==> src/rtl/mac_dot_seq_if.sv <==
// Port bundle of the dot-product sequencer: job start, element stream, result and the mac operand bus.
// master = surrounding environment, slave = sequencer.
interface mac_dot_seq_if #(
  parameter int WIDTH = 16,
  parameter int LEN_W = 8
);
  logic             start_valid;
  logic             start_ready;
  logic [LEN_W-1:0] len;
  logic [WIDTH-1:0] init;
  logic             in_valid;
  logic             in_ready;
  logic [WIDTH-1:0] in_a;
  logic [WIDTH-1:0] in_b;
  logic [WIDTH-1:0] mac_a;
  logic [WIDTH-1:0] mac_b;
  logic [WIDTH-1:0] mac_c;
  logic [WIDTH-1:0] mac_out;
  logic             res_valid;
  logic             res_ready;
  logic [WIDTH-1:0] res_data;
  logic             busy;

  modport master (
    output start_valid, len, init, in_valid, in_a, in_b, mac_out, res_ready,
    input  start_ready, in_ready, mac_a, mac_b, mac_c, res_valid, res_data, busy
  );

  modport slave (
    input  start_valid, len, init, in_valid, in_a, in_b, mac_out, res_ready,
    output start_ready, in_ready, mac_a, mac_b, mac_c, res_valid, res_data, busy
  );
endinterface

==> src/rtl/mac_dot_seq.sv <==
// Dot-product sequencer around a shared fp16 mac (out = a*b + c), accumulator fed back as c.
// Optional macro MAC_ZERO_SKIP_EN: pairs with a finite-times-zero product bypass the mac in one cycle.
module mac_dot_seq #(
  parameter int WIDTH   = 16,
  parameter int LEN_W   = 8,
  parameter int MAC_LAT = 2
) (
  input  logic          clk,
  input  logic          rst,
  mac_dot_seq_if.slave  bus
);
  localparam int TIMER_W = (MAC_LAT < 2) ? 1 : $clog2(MAC_LAT + 1);

  typedef enum logic [1:0] {S_IDLE, S_FETCH, S_WAIT, S_DONE} state_t;

  state_t             state_q, state_d;
  logic [WIDTH-1:0]   acc_q, acc_d;
  logic [LEN_W-1:0]   cnt_q, cnt_d;
  logic [LEN_W-1:0]   len_q, len_d;
  logic [TIMER_W-1:0] timer_q, timer_d;
  logic [WIDTH-1:0]   mac_a_q, mac_a_d;
  logic [WIDTH-1:0]   mac_b_q, mac_b_d;
  logic [WIDTH-1:0]   mac_c_q, mac_c_d;
  logic [LEN_W-1:0]   cnt_inc;
  logic               last_elem;
  logic               timer_last;
  logic               skip;

`ifdef MAC_ZERO_SKIP_EN
  function automatic logic is_zero(input logic [WIDTH-1:0] x);
    return x[WIDTH-2:0] == '0;
  endfunction

  function automatic logic is_inf_nan(input logic [WIDTH-1:0] x);
    return x[14:10] == 5'h1F;
  endfunction

  // A zero times anything finite cannot change the sum (up to the sign of zero).
  assign skip = (is_zero(bus.in_a) && !is_inf_nan(bus.in_b)) ||
                (is_zero(bus.in_b) && !is_inf_nan(bus.in_a));
`else
  assign skip = 1'b0;
`endif

  assign cnt_inc    = cnt_q + LEN_W'(1);
  assign last_elem  = (cnt_inc == len_q);
  assign timer_last = (timer_q == TIMER_W'(1));

  always_ff @(posedge clk or posedge rst) begin
    if (rst) begin
      state_q <= S_IDLE;
      acc_q   <= '0;
      cnt_q   <= '0;
      len_q   <= '0;
      timer_q <= '0;
      mac_a_q <= '0;
      mac_b_q <= '0;
      mac_c_q <= '0;
    end else begin
      state_q <= state_d;
      acc_q   <= acc_d;
      cnt_q   <= cnt_d;
      len_q   <= len_d;
      timer_q <= timer_d;
      mac_a_q <= mac_a_d;
      mac_b_q <= mac_b_d;
      mac_c_q <= mac_c_d;
    end
  end

  always_comb begin
    state_d = state_q;
    case (state_q)
      S_IDLE:  if (bus.start_valid) state_d = (bus.len == '0) ? S_DONE : S_FETCH;
      S_FETCH: if (bus.in_valid) begin
        if (skip) state_d = last_elem ? S_DONE : S_FETCH;
        else      state_d = S_WAIT;
      end
      S_WAIT:  if (timer_last) state_d = last_elem ? S_DONE : S_FETCH;
      S_DONE:  if (bus.res_ready) state_d = S_IDLE;
      default: state_d = S_IDLE;
    endcase
  end

  // Datapath updates; mac operand registers hold until the next issued pair.
  always_comb begin
    acc_d   = acc_q;
    cnt_d   = cnt_q;
    len_d   = len_q;
    timer_d = timer_q;
    mac_a_d = mac_a_q;
    mac_b_d = mac_b_q;
    mac_c_d = mac_c_q;
    case (state_q)
      S_IDLE: if (bus.start_valid) begin
        len_d = bus.len;
        acc_d = bus.init;
        cnt_d = '0;
      end
      S_FETCH: if (bus.in_valid) begin
        if (skip) begin
          cnt_d = cnt_inc;
        end else begin
          mac_a_d = bus.in_a;
          mac_b_d = bus.in_b;
          mac_c_d = acc_q;
          timer_d = TIMER_W'(MAC_LAT);
        end
      end
      S_WAIT: begin
        timer_d = timer_q - TIMER_W'(1);
        if (timer_last) begin
          acc_d = bus.mac_out;
          cnt_d = cnt_inc;
        end
      end
      default: ;
    endcase
  end

  always_comb begin
    bus.start_ready = (state_q == S_IDLE);
    bus.in_ready    = (state_q == S_FETCH);
    bus.res_valid   = (state_q == S_DONE);
    bus.busy        = (state_q != S_IDLE);
    bus.res_data    = (state_q == S_DONE) ? acc_q : '0;
    bus.mac_a       = mac_a_q;
    bus.mac_b       = mac_b_q;
    bus.mac_c       = mac_c_q;
  end
endmodule

==> src/flat_wrapper.sv <==
// flat-port wrapper written by rule: the top's interface ports become plain ports
module mac_dot_seq_flat 
#(
  parameter int WIDTH   = 16,
  parameter int LEN_W   = 8,
  parameter int MAC_LAT = 2
)
  (clk, rst, bus_start_valid, bus_len, bus_init, bus_in_valid, bus_in_a, bus_in_b, bus_mac_out, bus_res_ready, bus_start_ready, bus_in_ready, bus_mac_a, bus_mac_b, bus_mac_c, bus_res_valid, bus_res_data, bus_busy);
  mac_dot_seq_if #(.WIDTH(WIDTH), .LEN_W(LEN_W)) bus_i ();
  input  logic clk;
  input  logic rst;
  input wire logic [$bits(bus_i.start_valid)-1:0] bus_start_valid;
  input wire logic [$bits(bus_i.len)-1:0] bus_len;
  input wire logic [$bits(bus_i.init)-1:0] bus_init;
  input wire logic [$bits(bus_i.in_valid)-1:0] bus_in_valid;
  input wire logic [$bits(bus_i.in_a)-1:0] bus_in_a;
  input wire logic [$bits(bus_i.in_b)-1:0] bus_in_b;
  input wire logic [$bits(bus_i.mac_out)-1:0] bus_mac_out;
  input wire logic [$bits(bus_i.res_ready)-1:0] bus_res_ready;
  output wire logic [$bits(bus_i.start_ready)-1:0] bus_start_ready;
  output wire logic [$bits(bus_i.in_ready)-1:0] bus_in_ready;
  output wire logic [$bits(bus_i.mac_a)-1:0] bus_mac_a;
  output wire logic [$bits(bus_i.mac_b)-1:0] bus_mac_b;
  output wire logic [$bits(bus_i.mac_c)-1:0] bus_mac_c;
  output wire logic [$bits(bus_i.res_valid)-1:0] bus_res_valid;
  output wire logic [$bits(bus_i.res_data)-1:0] bus_res_data;
  output wire logic [$bits(bus_i.busy)-1:0] bus_busy;
  assign bus_i.start_valid = bus_start_valid;
  assign bus_i.len = bus_len;
  assign bus_i.init = bus_init;
  assign bus_i.in_valid = bus_in_valid;
  assign bus_i.in_a = bus_in_a;
  assign bus_i.in_b = bus_in_b;
  assign bus_i.mac_out = bus_mac_out;
  assign bus_i.res_ready = bus_res_ready;
  assign bus_start_ready = bus_i.start_ready;
  assign bus_in_ready = bus_i.in_ready;
  assign bus_mac_a = bus_i.mac_a;
  assign bus_mac_b = bus_i.mac_b;
  assign bus_mac_c = bus_i.mac_c;
  assign bus_res_valid = bus_i.res_valid;
  assign bus_res_data = bus_i.res_data;
  assign bus_busy = bus_i.busy;
  mac_dot_seq #(.WIDTH(WIDTH), .LEN_W(LEN_W), .MAC_LAT(MAC_LAT)) u_core (.clk(clk), .rst(rst), .bus(bus_i));
endmodule
==> config.mk <==
export PLATFORM = sky130hd
export DESIGN_NAME = mac_dot_seq_flat
export DESIGN_NICKNAME = d
export VERILOG_FILES = /design/src/rtl/mac_dot_seq_if.sv /design/src/rtl/mac_dot_seq.sv /design/src/flat_wrapper.sv
export SDC_FILE = /design/constraint.sdc
export NUM_CORES = 1
export LEC_CHECK = 0
export BUFFER_PORTS_ARGS = -buffer_cell sky130_fd_sc_hd__buf_2
export CAP_MARGIN = 10
export CELL_PAD_IN_SITES_DETAIL_PLACEMENT = 1
export CELL_PAD_IN_SITES_GLOBAL_PLACEMENT = 2
export CORE_MARGIN = 3
export CORE_UTILIZATION = 33
export DETAILED_ROUTE_END_ITERATION = 12
export GPL_TIMING_DRIVEN = 1
export PLACE_DENSITY = 0.92
export SYNTH_ARGS = -nofsm -noshare
export SYNTH_HDL_FRONTEND = slang
export SYNTH_SLANG_ARGS = --single-unit
==> constraint.sdc <==
create_clock -name clk -period 4.6 [get_ports clk]
set_input_delay 0.46 -clock clk [delete_from_list [all_inputs] [get_ports clk]]
set_output_delay 0.46 -clock clk [all_outputs]
set_load 0.05 [all_outputs]
# == Yosys cells after proc, flatten, opt, wreduce, memory -nomap -nowiden ==
# Cells that the tools add are included.
# classes
add_sub_neg,2
reduce_logical,10
muxes,15
eq_ne,9
# op_table
cell,n
$mux 16,3
$pmux 16 s2,1
$mux 8,2
$pmux 8 s2,1
$mux 2,6
$add 8x1->8 const B,1
$eq 8x8->1,1
$logic_not 8->1,1
$pmux 2 s4,1
$ne 2x2->1 const B,3
$reduce_and 2->1,3
$reduce_bool 2->1,3
$eq 2x1->1 const B,2
$eq 2x2->1 const B,2
$pmux 2 s2,1
$reduce_and 4->1,1
$reduce_and 3->1,1
$logic_not 2->1,1
$ne 2x1->1 const B,1
$sub 2x1->2 const B,1
# totals
elab_cells,44
in_bits,77
regBits,84
output_inout_bits,68

# == Logic depth before layout (Yosys ltp) ==
# Gate-level depths: netlist of run 1.
# depth
depth_word,5
mapped_depth,8
mapped_depth_nobuf,6

# == Worst setup path before layout of run 1 ==
# OpenSTA, ideal clock, no wires.
# synth_path
path_kind,reg2reg
start,register u_core.state_q[0]
end,register u_core.len_q[0]
setup_ns,0.125
period_less_slack_ns,2.066
arrival_ns,1.942
path_stages_with_launch,7
slack_ns,2.534
required_time_ns,4.475
path_buffers,2
cell_sequence,dfrtp_1 -> buf_2 -> or2_2 -> inv_1 -> and2_1 -> buf_4 -> mux2_2
# synth_between
elab_chain_cells,2
# synth_lines
item,line,text
"start, declared",mac_dot_seq.sv:16,"state_t state_q, state_d;"
"start signal, assigned",mac_dot_seq.sv:60,state_q <= state_d;
$logic_not 2->1,--,
net bus_start_ready,flat_wrapper.sv:20,output wire logic [$bits(bus_i.start_ready)-1:0] bus_start_ready;
$reduce_and 2->1 (no source line),--,
"end signal, assigned",mac_dot_seq.sv:63,len_q <= len_d;
"end, declared",mac_dot_seq.sv:19,"logic [LEN_W-1:0] len_q, len_d;"
# The timed path passes the listed nets, and every way through them passes these cells.
# A chain may end at the register's enable or synchronous reset.

# == Worst setup path in the final report of run 1 ==
# layout_path
start,register u_core.state_q[1]
end,output port bus_start_ready
# layout_between
elab_chain_cells,1
# layout_lines
item,line,text
$logic_not 2->1,mac_dot_seq.sv:122,bus.start_ready = (state_q == S_IDLE);
"end, declared",flat_wrapper.sv:20,
# Every way passes these cells.

==> results.tsv, run 1 <==
stage	metric	value	unit
synth	Syn Nets	391	
floorplan	core area	0.0110	mm2
placement	# placed instances	579	
power	Net Sw Power	1930	uW
cts	Post-CTS Setup Repair Bufs	0	
cells_and_area	final instance area	0.00490	mm2
floorplan	Die Span Y	113	um
synth	Netlist cell types	33	
cts	TritonCTS clock tree	yes	
cells_and_area	leading cell type in the layout, fill and taps excluded	buf_2	
sta	Hold Slack	0.178	ns
synth	async set or reset register ratio after synthesis	1.00	
critical_path	cell family with most CP delay	flip-flops	
floorplan	Die Area	0.0128	mm2
grt	initial antenna violation count	0	
cts	hold_buf cts	0	
cells_and_area	nets@finish	529	
grt	largest net degree at the start of global routing	51	
synth	synthesized area per cell	12.1	um2
detailed_routing	post-route ant nets	0	
sta	Max-slew headroom	0.466	
grt	vias in the first global route	3277	
critical_path	CP Capture Type	output port	
power	worst vdd ir	0.400	mV
critical_path	critical path required time	4.14	ns
sta	Final Setup Violations	0	
critical_path	Crit-path slowest cell	dfrtp_1	
floorplan	Initial Utilization	0.343	
critical_path	Worst setup SP type	flip-flop	
cts	clock sinks	84	
grt	first-pass GRT wire length	16.4	mm
sta	ratio of final minimum period to clock period	0.495	
floorplan	Die W	113	um
detailed_routing	drt via density	4.93	
sta	Slew Limit Fails	0	
detailed_routing	DRC Markers	0	
power	Sequential Power Share	0.324	
floorplan	Rows	38	
cts	H-tree levels	3	
cts	clock buffer depth	2	
placement	IO Port Bufs	144	
sta	Hold Vio Cnt, Final	0	
grt	Overflow after GRT	0	
detailed_routing	routed wire length	9.98	mm
critical_path	CP Class	flip-flop to output port	
critical_path	crit path max fanout	28	
cells_and_area	final std cells w/o fill	595	
sta	Max Freq	0.439	GHz
sta	clock skew	0.00751	ns
sta	minimum clock period	2.28	ns
job	# Max-Cap Violations	0	
run_status	status	finished, final reports clean	
detailed_routing	initial DRC count	103	
sta	post-route setup TNS	0	ns
power	Sw Ratio	0.473	
critical_path	crit-path cells	or2_2, inv_1, buf_2	
cts	Num CTS Buffers	9	
critical_path	critical path's largest stage delay	0.68	ns
cts	CTS resizes	0	
placement	HPWL after detailed placement	7.36	mm
synth	cell count after synthesis	312	
placement	routability cong.	0.798	
synth	sequential area share after synthesis	0.556	
sta	Worst-Margin Slew	0.800	ns
cts	clock latency on the worst-skew pair	0.34	ns
synth	#FFs+latches synth	84	
synth	Post-synth EDFFs	0	
placement	placed cell area	0.00460	mm2
detailed_routing	1st-pass router iterations	4	
cells_and_area	most frequent cells in the layout	buf_2, dfrtp_1, mux2_2, o21ai_0, nand2_1	
power	logic gate share of total power	0.499	
cells_and_area	share of layout cells above drive strength 1	0.486	
grt	global-route usage over all layers	0.163	
cts	Worst-path clk slew	0.06	ns
detailed_routing	via count	2933	
synth	Most used DFF post-synth	dfrtp_1	
power	internal power	2150	uW
floorplan	I/O Pins	145	
critical_path	Worst Path Buf+Inv	2	
power	Clock power frac	0.177	
synth	post-synthesis cell area	0.00378	mm2
sta	RSZ-0062 raised after global routing	false	
detailed_routing	WL per Instance	16.8	um
synth	Yosys warning total	0	
cells_and_area	Layout area overhead	29.6	%
cts	CTS root buf	clkbuf_16	
power	PD cells	833	mW/mm2
cells_and_area	Ant. Diodes	0	
min_path	Hold Path Class	input pin to asynchronous set/reset pin	
critical_path	WP data arrival	1.82	ns
power	Leakage Power	0.00249	uW
[area by class of cell]
class,count,area (um2)
clock buffer,15,268
clock inverter,1,30.0
fill,1234,6130
inverter,4,16.3
multi-input combinational,203,1560
sequential,84,2100
tap,140,175
timing repair buffer,148,751
[kinds of logic (layout without fill, tap and decap cells)]
logic type / after synthesis / in the layout / synth area share
AND/OR/NAND/NOR: 77 / 77 / 0.107
AO/OA/AOI/OAI: 40 / 40 / 0.0602
flip-flops: 84 / 84 / 0.556
buffers and inverters: 25 / 168 / 0.0331
adder cells (fa/ha/maj): 2 / 2 / 0.00662
multiplexers: 73 / 73 / 0.212
XOR/XNOR: 11 / 11 / 0.0255
[power groups by stage]
stage                     clock, uW  sequential, uW  combinational (uW)
after floorplan                   0            1960                 939
after global placement            0            1310                2020
after detailed placement          0            1340                2060
after CTS                       751            1330                2070
after global routing            781            1380                2170
final                           723            1320                2040
[synth_stat cells (2+ instances only)]
cell | count | area share
a21oi_1 | 3 | 0.0040
a31oi_1 | 3 | 0.0050
and2_1 | 4 | 0.0066
and3_1 | 18 | 0.030
buf_2 | 9 | 0.012
buf_4 | 5 | 0.0099
clkbuf_1 | 6 | 0.0060
dfrtp_1 | 84 | 0.56
ha_1 | 2 | 0.0066
inv_1 | 4 | 0.0040
mux2_2 | 56 | 0.17
mux2i_1 | 17 | 0.045
nand2_1 | 24 | 0.024
nand2b_1 | 3 | 0.0050
nand3_1 | 6 | 0.0079
nand3b_1 | 3 | 0.0060
nor2_1 | 7 | 0.0070
nor2b_1 | 2 | 0.0033
nor3_1 | 4 | 0.0053
o21ai_0 | 30 | 0.040
xnor2_1 | 8 | 0.019
xor2_1 | 3 | 0.0070
[sequential cells by signal (all words and copies together), names as in the netlist]
signal,count
u_core.cnt_q,8
u_core.bus.mac_b,16
u_core.bus.mac_a,16
u_core.acc_q,16
u_core.bus.mac_c,16
u_core.len_q,8
u_core.state_q,2
u_core.timer_q,2
[path summary, 6_finish.rpt]
| kind | end | cells after the start | slack [ns] | from |
|---|---|---|---|---|
| worst min-delay path | u_core.bus.mac_a[2] | 2 | 0.18 | rst |
| worst max-delay path | bus_start_ready | 3 | 2.32 | u_core.state_q[1] |
| worst max register to register | u_core.acc_q[8] | 4 | 2.33 | u_core.state_q[1] |
| max in group asynchronous | u_core.state_q[0] | 3 | 3.37 | rst |
| min in group clk | u_core.bus.mac_a[6] | 2 | 0.36 | bus_in_a[6] |
| worst min register to register | u_core.bus.mac_b[13] | 1 | 0.50 | u_core.bus.mac_b[13] |
[stage by stage]
step,utilization,total power [uW],worst slack [ns]
6_report,0.444,4080,2.32
4_1_cts,0.444,4150,2.31
5_1_grt,0.444,4330,2.10
3_3_place_gp,0.417,3330,2.37
3_5_place_dp,0.417,3400,2.32
2_1_floorplan,-,2900,1.97
[routing by layer]
metal / global-route usage / part of all wire / vias up / wire [um]
li1: - / - / 1365 / -
met1: 0.192 / 0.40 / 1460 / 4020
met2: 0.278 / 0.52 / 98 / 5140
met3: 0.0599 / 0.070 / 10 / 699
met4: 0.0537 / 0.012 / 0 / 123
met5: 0 / 0 / - / 0
Note: power is estimated with default switching activity, not from simulation.
==> run 2: changes to the inputs <==
- CORE_UTILIZATION: 33 -> 30
- PLACE_DENSITY: 0.92 -> 0.85
- clock period: 4.6 -> 2.34 ns (I/O delays scaled with it)
==> run 2 against run 1 <==
Compared with the run above: hold slack lost 0.16 ns; combinational power grew 100%; first-iteration DRC count grew 38%; wire length shrank 4.0%; sequential power grew 89%; clock power grew 76%; via count shrank 0.75%; power grew 94%; register-to-register slack lost 1.7 ns.
==> results.tsv, run 2 (same netlist as run 1, synthesis figures left out) <==
stage	metric	value	unit	change
floorplan	Initial Utilization	0.311		was 0.343
cts	TritonCTS clock tree	yes		unchanged
sta	Hold Vio Cnt, Final	0		unchanged
cts	clock buffer depth	2		unchanged
sta	post-route setup TNS	0	ns	unchanged
placement	HPWL after detailed placement	7.02	mm	was 7.36 mm
detailed_routing	metal2 WL	4.89	mm	was 5.14 mm
floorplan	I/O Pins	145		unchanged
cts	CTS root buf	clkbuf_16		unchanged
power	internal power	4110	uW	was 2150 uW
cells_and_area	fillers	1385		was 1234
grt	first-pass GRT wire length	15.7	mm	was 16.4 mm
sta	Worst-Margin Slew	0.459	ns	was 0.800 ns
cts	CTS resizes	0		unchanged
placement	placed cell area	0.00469	mm2	was 0.00460 mm2
placement	routability cong.	0.790		was 0.798
cts	clock latency on the worst-skew pair	0.33	ns	was 0.34 ns
power	Leakage Power	0.00250	uW	was 0.00249 uW
detailed_routing	routed wire length	9.58	mm	was 9.98 mm
floorplan	Die Span Y	118	um	was 113 um
detailed_routing	initial DRC count	142		was 103
cts	Worst-path clk slew	0.06	ns	about the same
min_path	Hold Path Class	input pin to asynchronous set/reset pin		unchanged
critical_path	WP data arrival	1.94	ns	was 1.82 ns
critical_path	Worst setup SP type	flip-flop		unchanged
detailed_routing	post-route ant nets	0		unchanged
cts	H-tree levels	3		unchanged
detailed_routing	WL per Instance	15.3	um	was 16.8 um
sta	ratio of final minimum period to clock period	0.742		
sta	Max-slew headroom	0.694		was 0.466
critical_path	CP Capture Type	flip-flop		was output port
critical_path	critical path's largest stage delay	0.39	ns	was 0.68 ns
cells_and_area	Ant. Diodes	0		unchanged
power	Net Sw Power	3820	uW	was 1930 uW
cts	Num CTS Buffers	9		unchanged
critical_path	critical path required time	2.54	ns	was 4.14 ns
job	# Max-Cap Violations	0		unchanged
sta	clock skew	0.0104	ns	was 0.00751 ns
detailed_routing	via count	2911		was 2933
sta	RSZ-0062 raised after global routing	false		unchanged
grt	initial antenna violation count	0		unchanged
critical_path	Crit-path slowest cell	dfrtp_1		unchanged
floorplan	Rows	40		was 38
cells_and_area	Layout area overhead	31.1	%	was 29.6%
power	PD cells	1600	mW/mm2	was 833 mW/mm2
cts	clock sinks	84		unchanged
critical_path	R2R depth	4		unchanged
grt	largest net degree at the start of global routing	85		was 51
power	Sequential Power Share	0.314		was 0.324
sta	Max Freq	0.576	GHz	
cells_and_area	final instance area	0.00495	mm2	was 0.00490 mm2
critical_path	crit path launch	u_core.state_q[1]		unchanged
critical_path	CP Class	flip-flop to flip-flop		was flip-flop to output port
power	Clock power frac	0.160		was 0.177
detailed_routing	highest layer used for signal routing	met4		unchanged
detailed_routing	1st-pass router iterations	4		unchanged
run_status	status	finished, final reports clean		unchanged
power	PnR Total Power	7930	uW	was 4080 uW
power	logic gate share of total power	0.526		was 0.499
cells_and_area	leading cell type in the layout, fill and taps excluded	buf_2		unchanged
floorplan	Die Area	0.0140	mm2	was 0.0128 mm2
critical_path	crit-path cells	buf_4, nand3b_1, buf_12, mux2_2		was or2_2, inv_1, buf_2
detailed_routing	DRC Markers	0		unchanged
cells_and_area	nets@finish	533		was 529
placement	IO Port Bufs	144		unchanged
cells_and_area	most frequent cells in the layout	buf_2, dfrtp_1, mux2_2, o21ai_0, nand2_1		unchanged
power	worst vdd ir	0.716	mV	was 0.400 mV
grt	Overflow after GRT	0		unchanged
cts	Post-CTS Setup Repair Bufs	0		unchanged
critical_path	crit path max fanout	48		was 28
sta	Hold Slack	0.0212	ns	was 0.178 ns
floorplan	Die W	118	um	was 113 um
sta	Slew Limit Fails	0		unchanged
cts	hold_buf cts	0		unchanged
cells_and_area	share of layout cells above drive strength 1	0.492		was 0.486
detailed_routing	drt via density	4.64		was 4.93
power	Sw Ratio	0.482		was 0.473
critical_path	Reg-to-Reg Start	u_core.state_q[1]		unchanged
floorplan	core area	0.0122	mm2	was 0.0110 mm2
grt	global-route usage over all layers	0.138		was 0.163
sta	Final Setup Violations	0		unchanged
sta	minimum clock period	1.74	ns	
detailed_routing	met3 WL post-DR	516	um	was 699 um
detailed_routing	wire length on met1	4.00	mm	was 4.02 mm
grt	vias in the first global route	3063		was 3277
[run 2: cell types whose count changed in the layout (fill, tap and decap cells not counted), sizes merged]
| cell | before | now |
|---|---|---|
| clkbuf | 15 | 12 |
| clkinv | 1 | 3 |
| bufinv | 1 | 0 |
| clkinvlp | 0 | 2 |
| buf | 148 | 152 |
[run 2: layer usage]
metal  vias to the layer above  track usage
met5                         -            0
met3                        15       0.0388
li1                       1378            -
met2                        88        0.237
met4                         0       0.0469
met1                      1430        0.166
[run 2: cell type report]
| cell class | count | area, um2 | share of cell area |
|---|---|---|---|
| Sequential cell | 84 | 2100 | 0.424 |
| Multi-Input combinational cell | 203 | 1560 | 0.314 |
| Timing Repair Buffer | 152 | 806 | 0.163 |
| Clock buffer | 12 | 236 | 0.0477 |
| Tap cell | 168 | 210 | 0.0424 |
| Clock inverter | 4 | 26.3 | 0.00530 |
| Inverter | 4 | 18.8 | 0.00379 |
[run 2: power by group through the flow]
stage | registers, uW | logic, uW | clock network (uW)
after global routing | 2580 | 4440 | 1380
final | 2490 | 4170 | 1270
after CTS | 2500 | 4220 | 1320
after detailed placement | 2520 | 4220 | 0
after floorplan | 3850 | 1850 | 0
after global placement | 2470 | 4150 | 0
[run 2: final timing paths]
kind	end	slack [ns]
setup / recovery	u_core.bus.mac_b[12]	0.60
hold / removal	u_core.bus.mac_a[6]	0.02
setup reg to reg	u_core.bus.mac_b[12]	0.60
hold reg to reg	u_core.bus.mac_b[15]	0.50
max in group asynchronous	u_core.bus.mac_b[11]	1.96
min in group clk	u_core.bus.mac_b[3]	0.14
[run 2: worst max-delay path, delay by kind of cell (launching register included)]
family | cells | cell delay [ns]
buf+inv | 2 | 0.58
mux | 1 | 0.38
flops | 1 | 0.39
simple gates | 1 | 0.23
[run 2: through the flow]
stage / cells / setup slack (ns) / util
after global routing: 627 / 0.474 / 0.407
after global placement: 611 / 0.654 / 0.386
final: 627 / 0.603 / 0.407
after CTS: 627 / 0.589 / 0.407
after detailed placement: 611 / 0.594 / 0.386
after floorplan: 312 / 0.274 / -
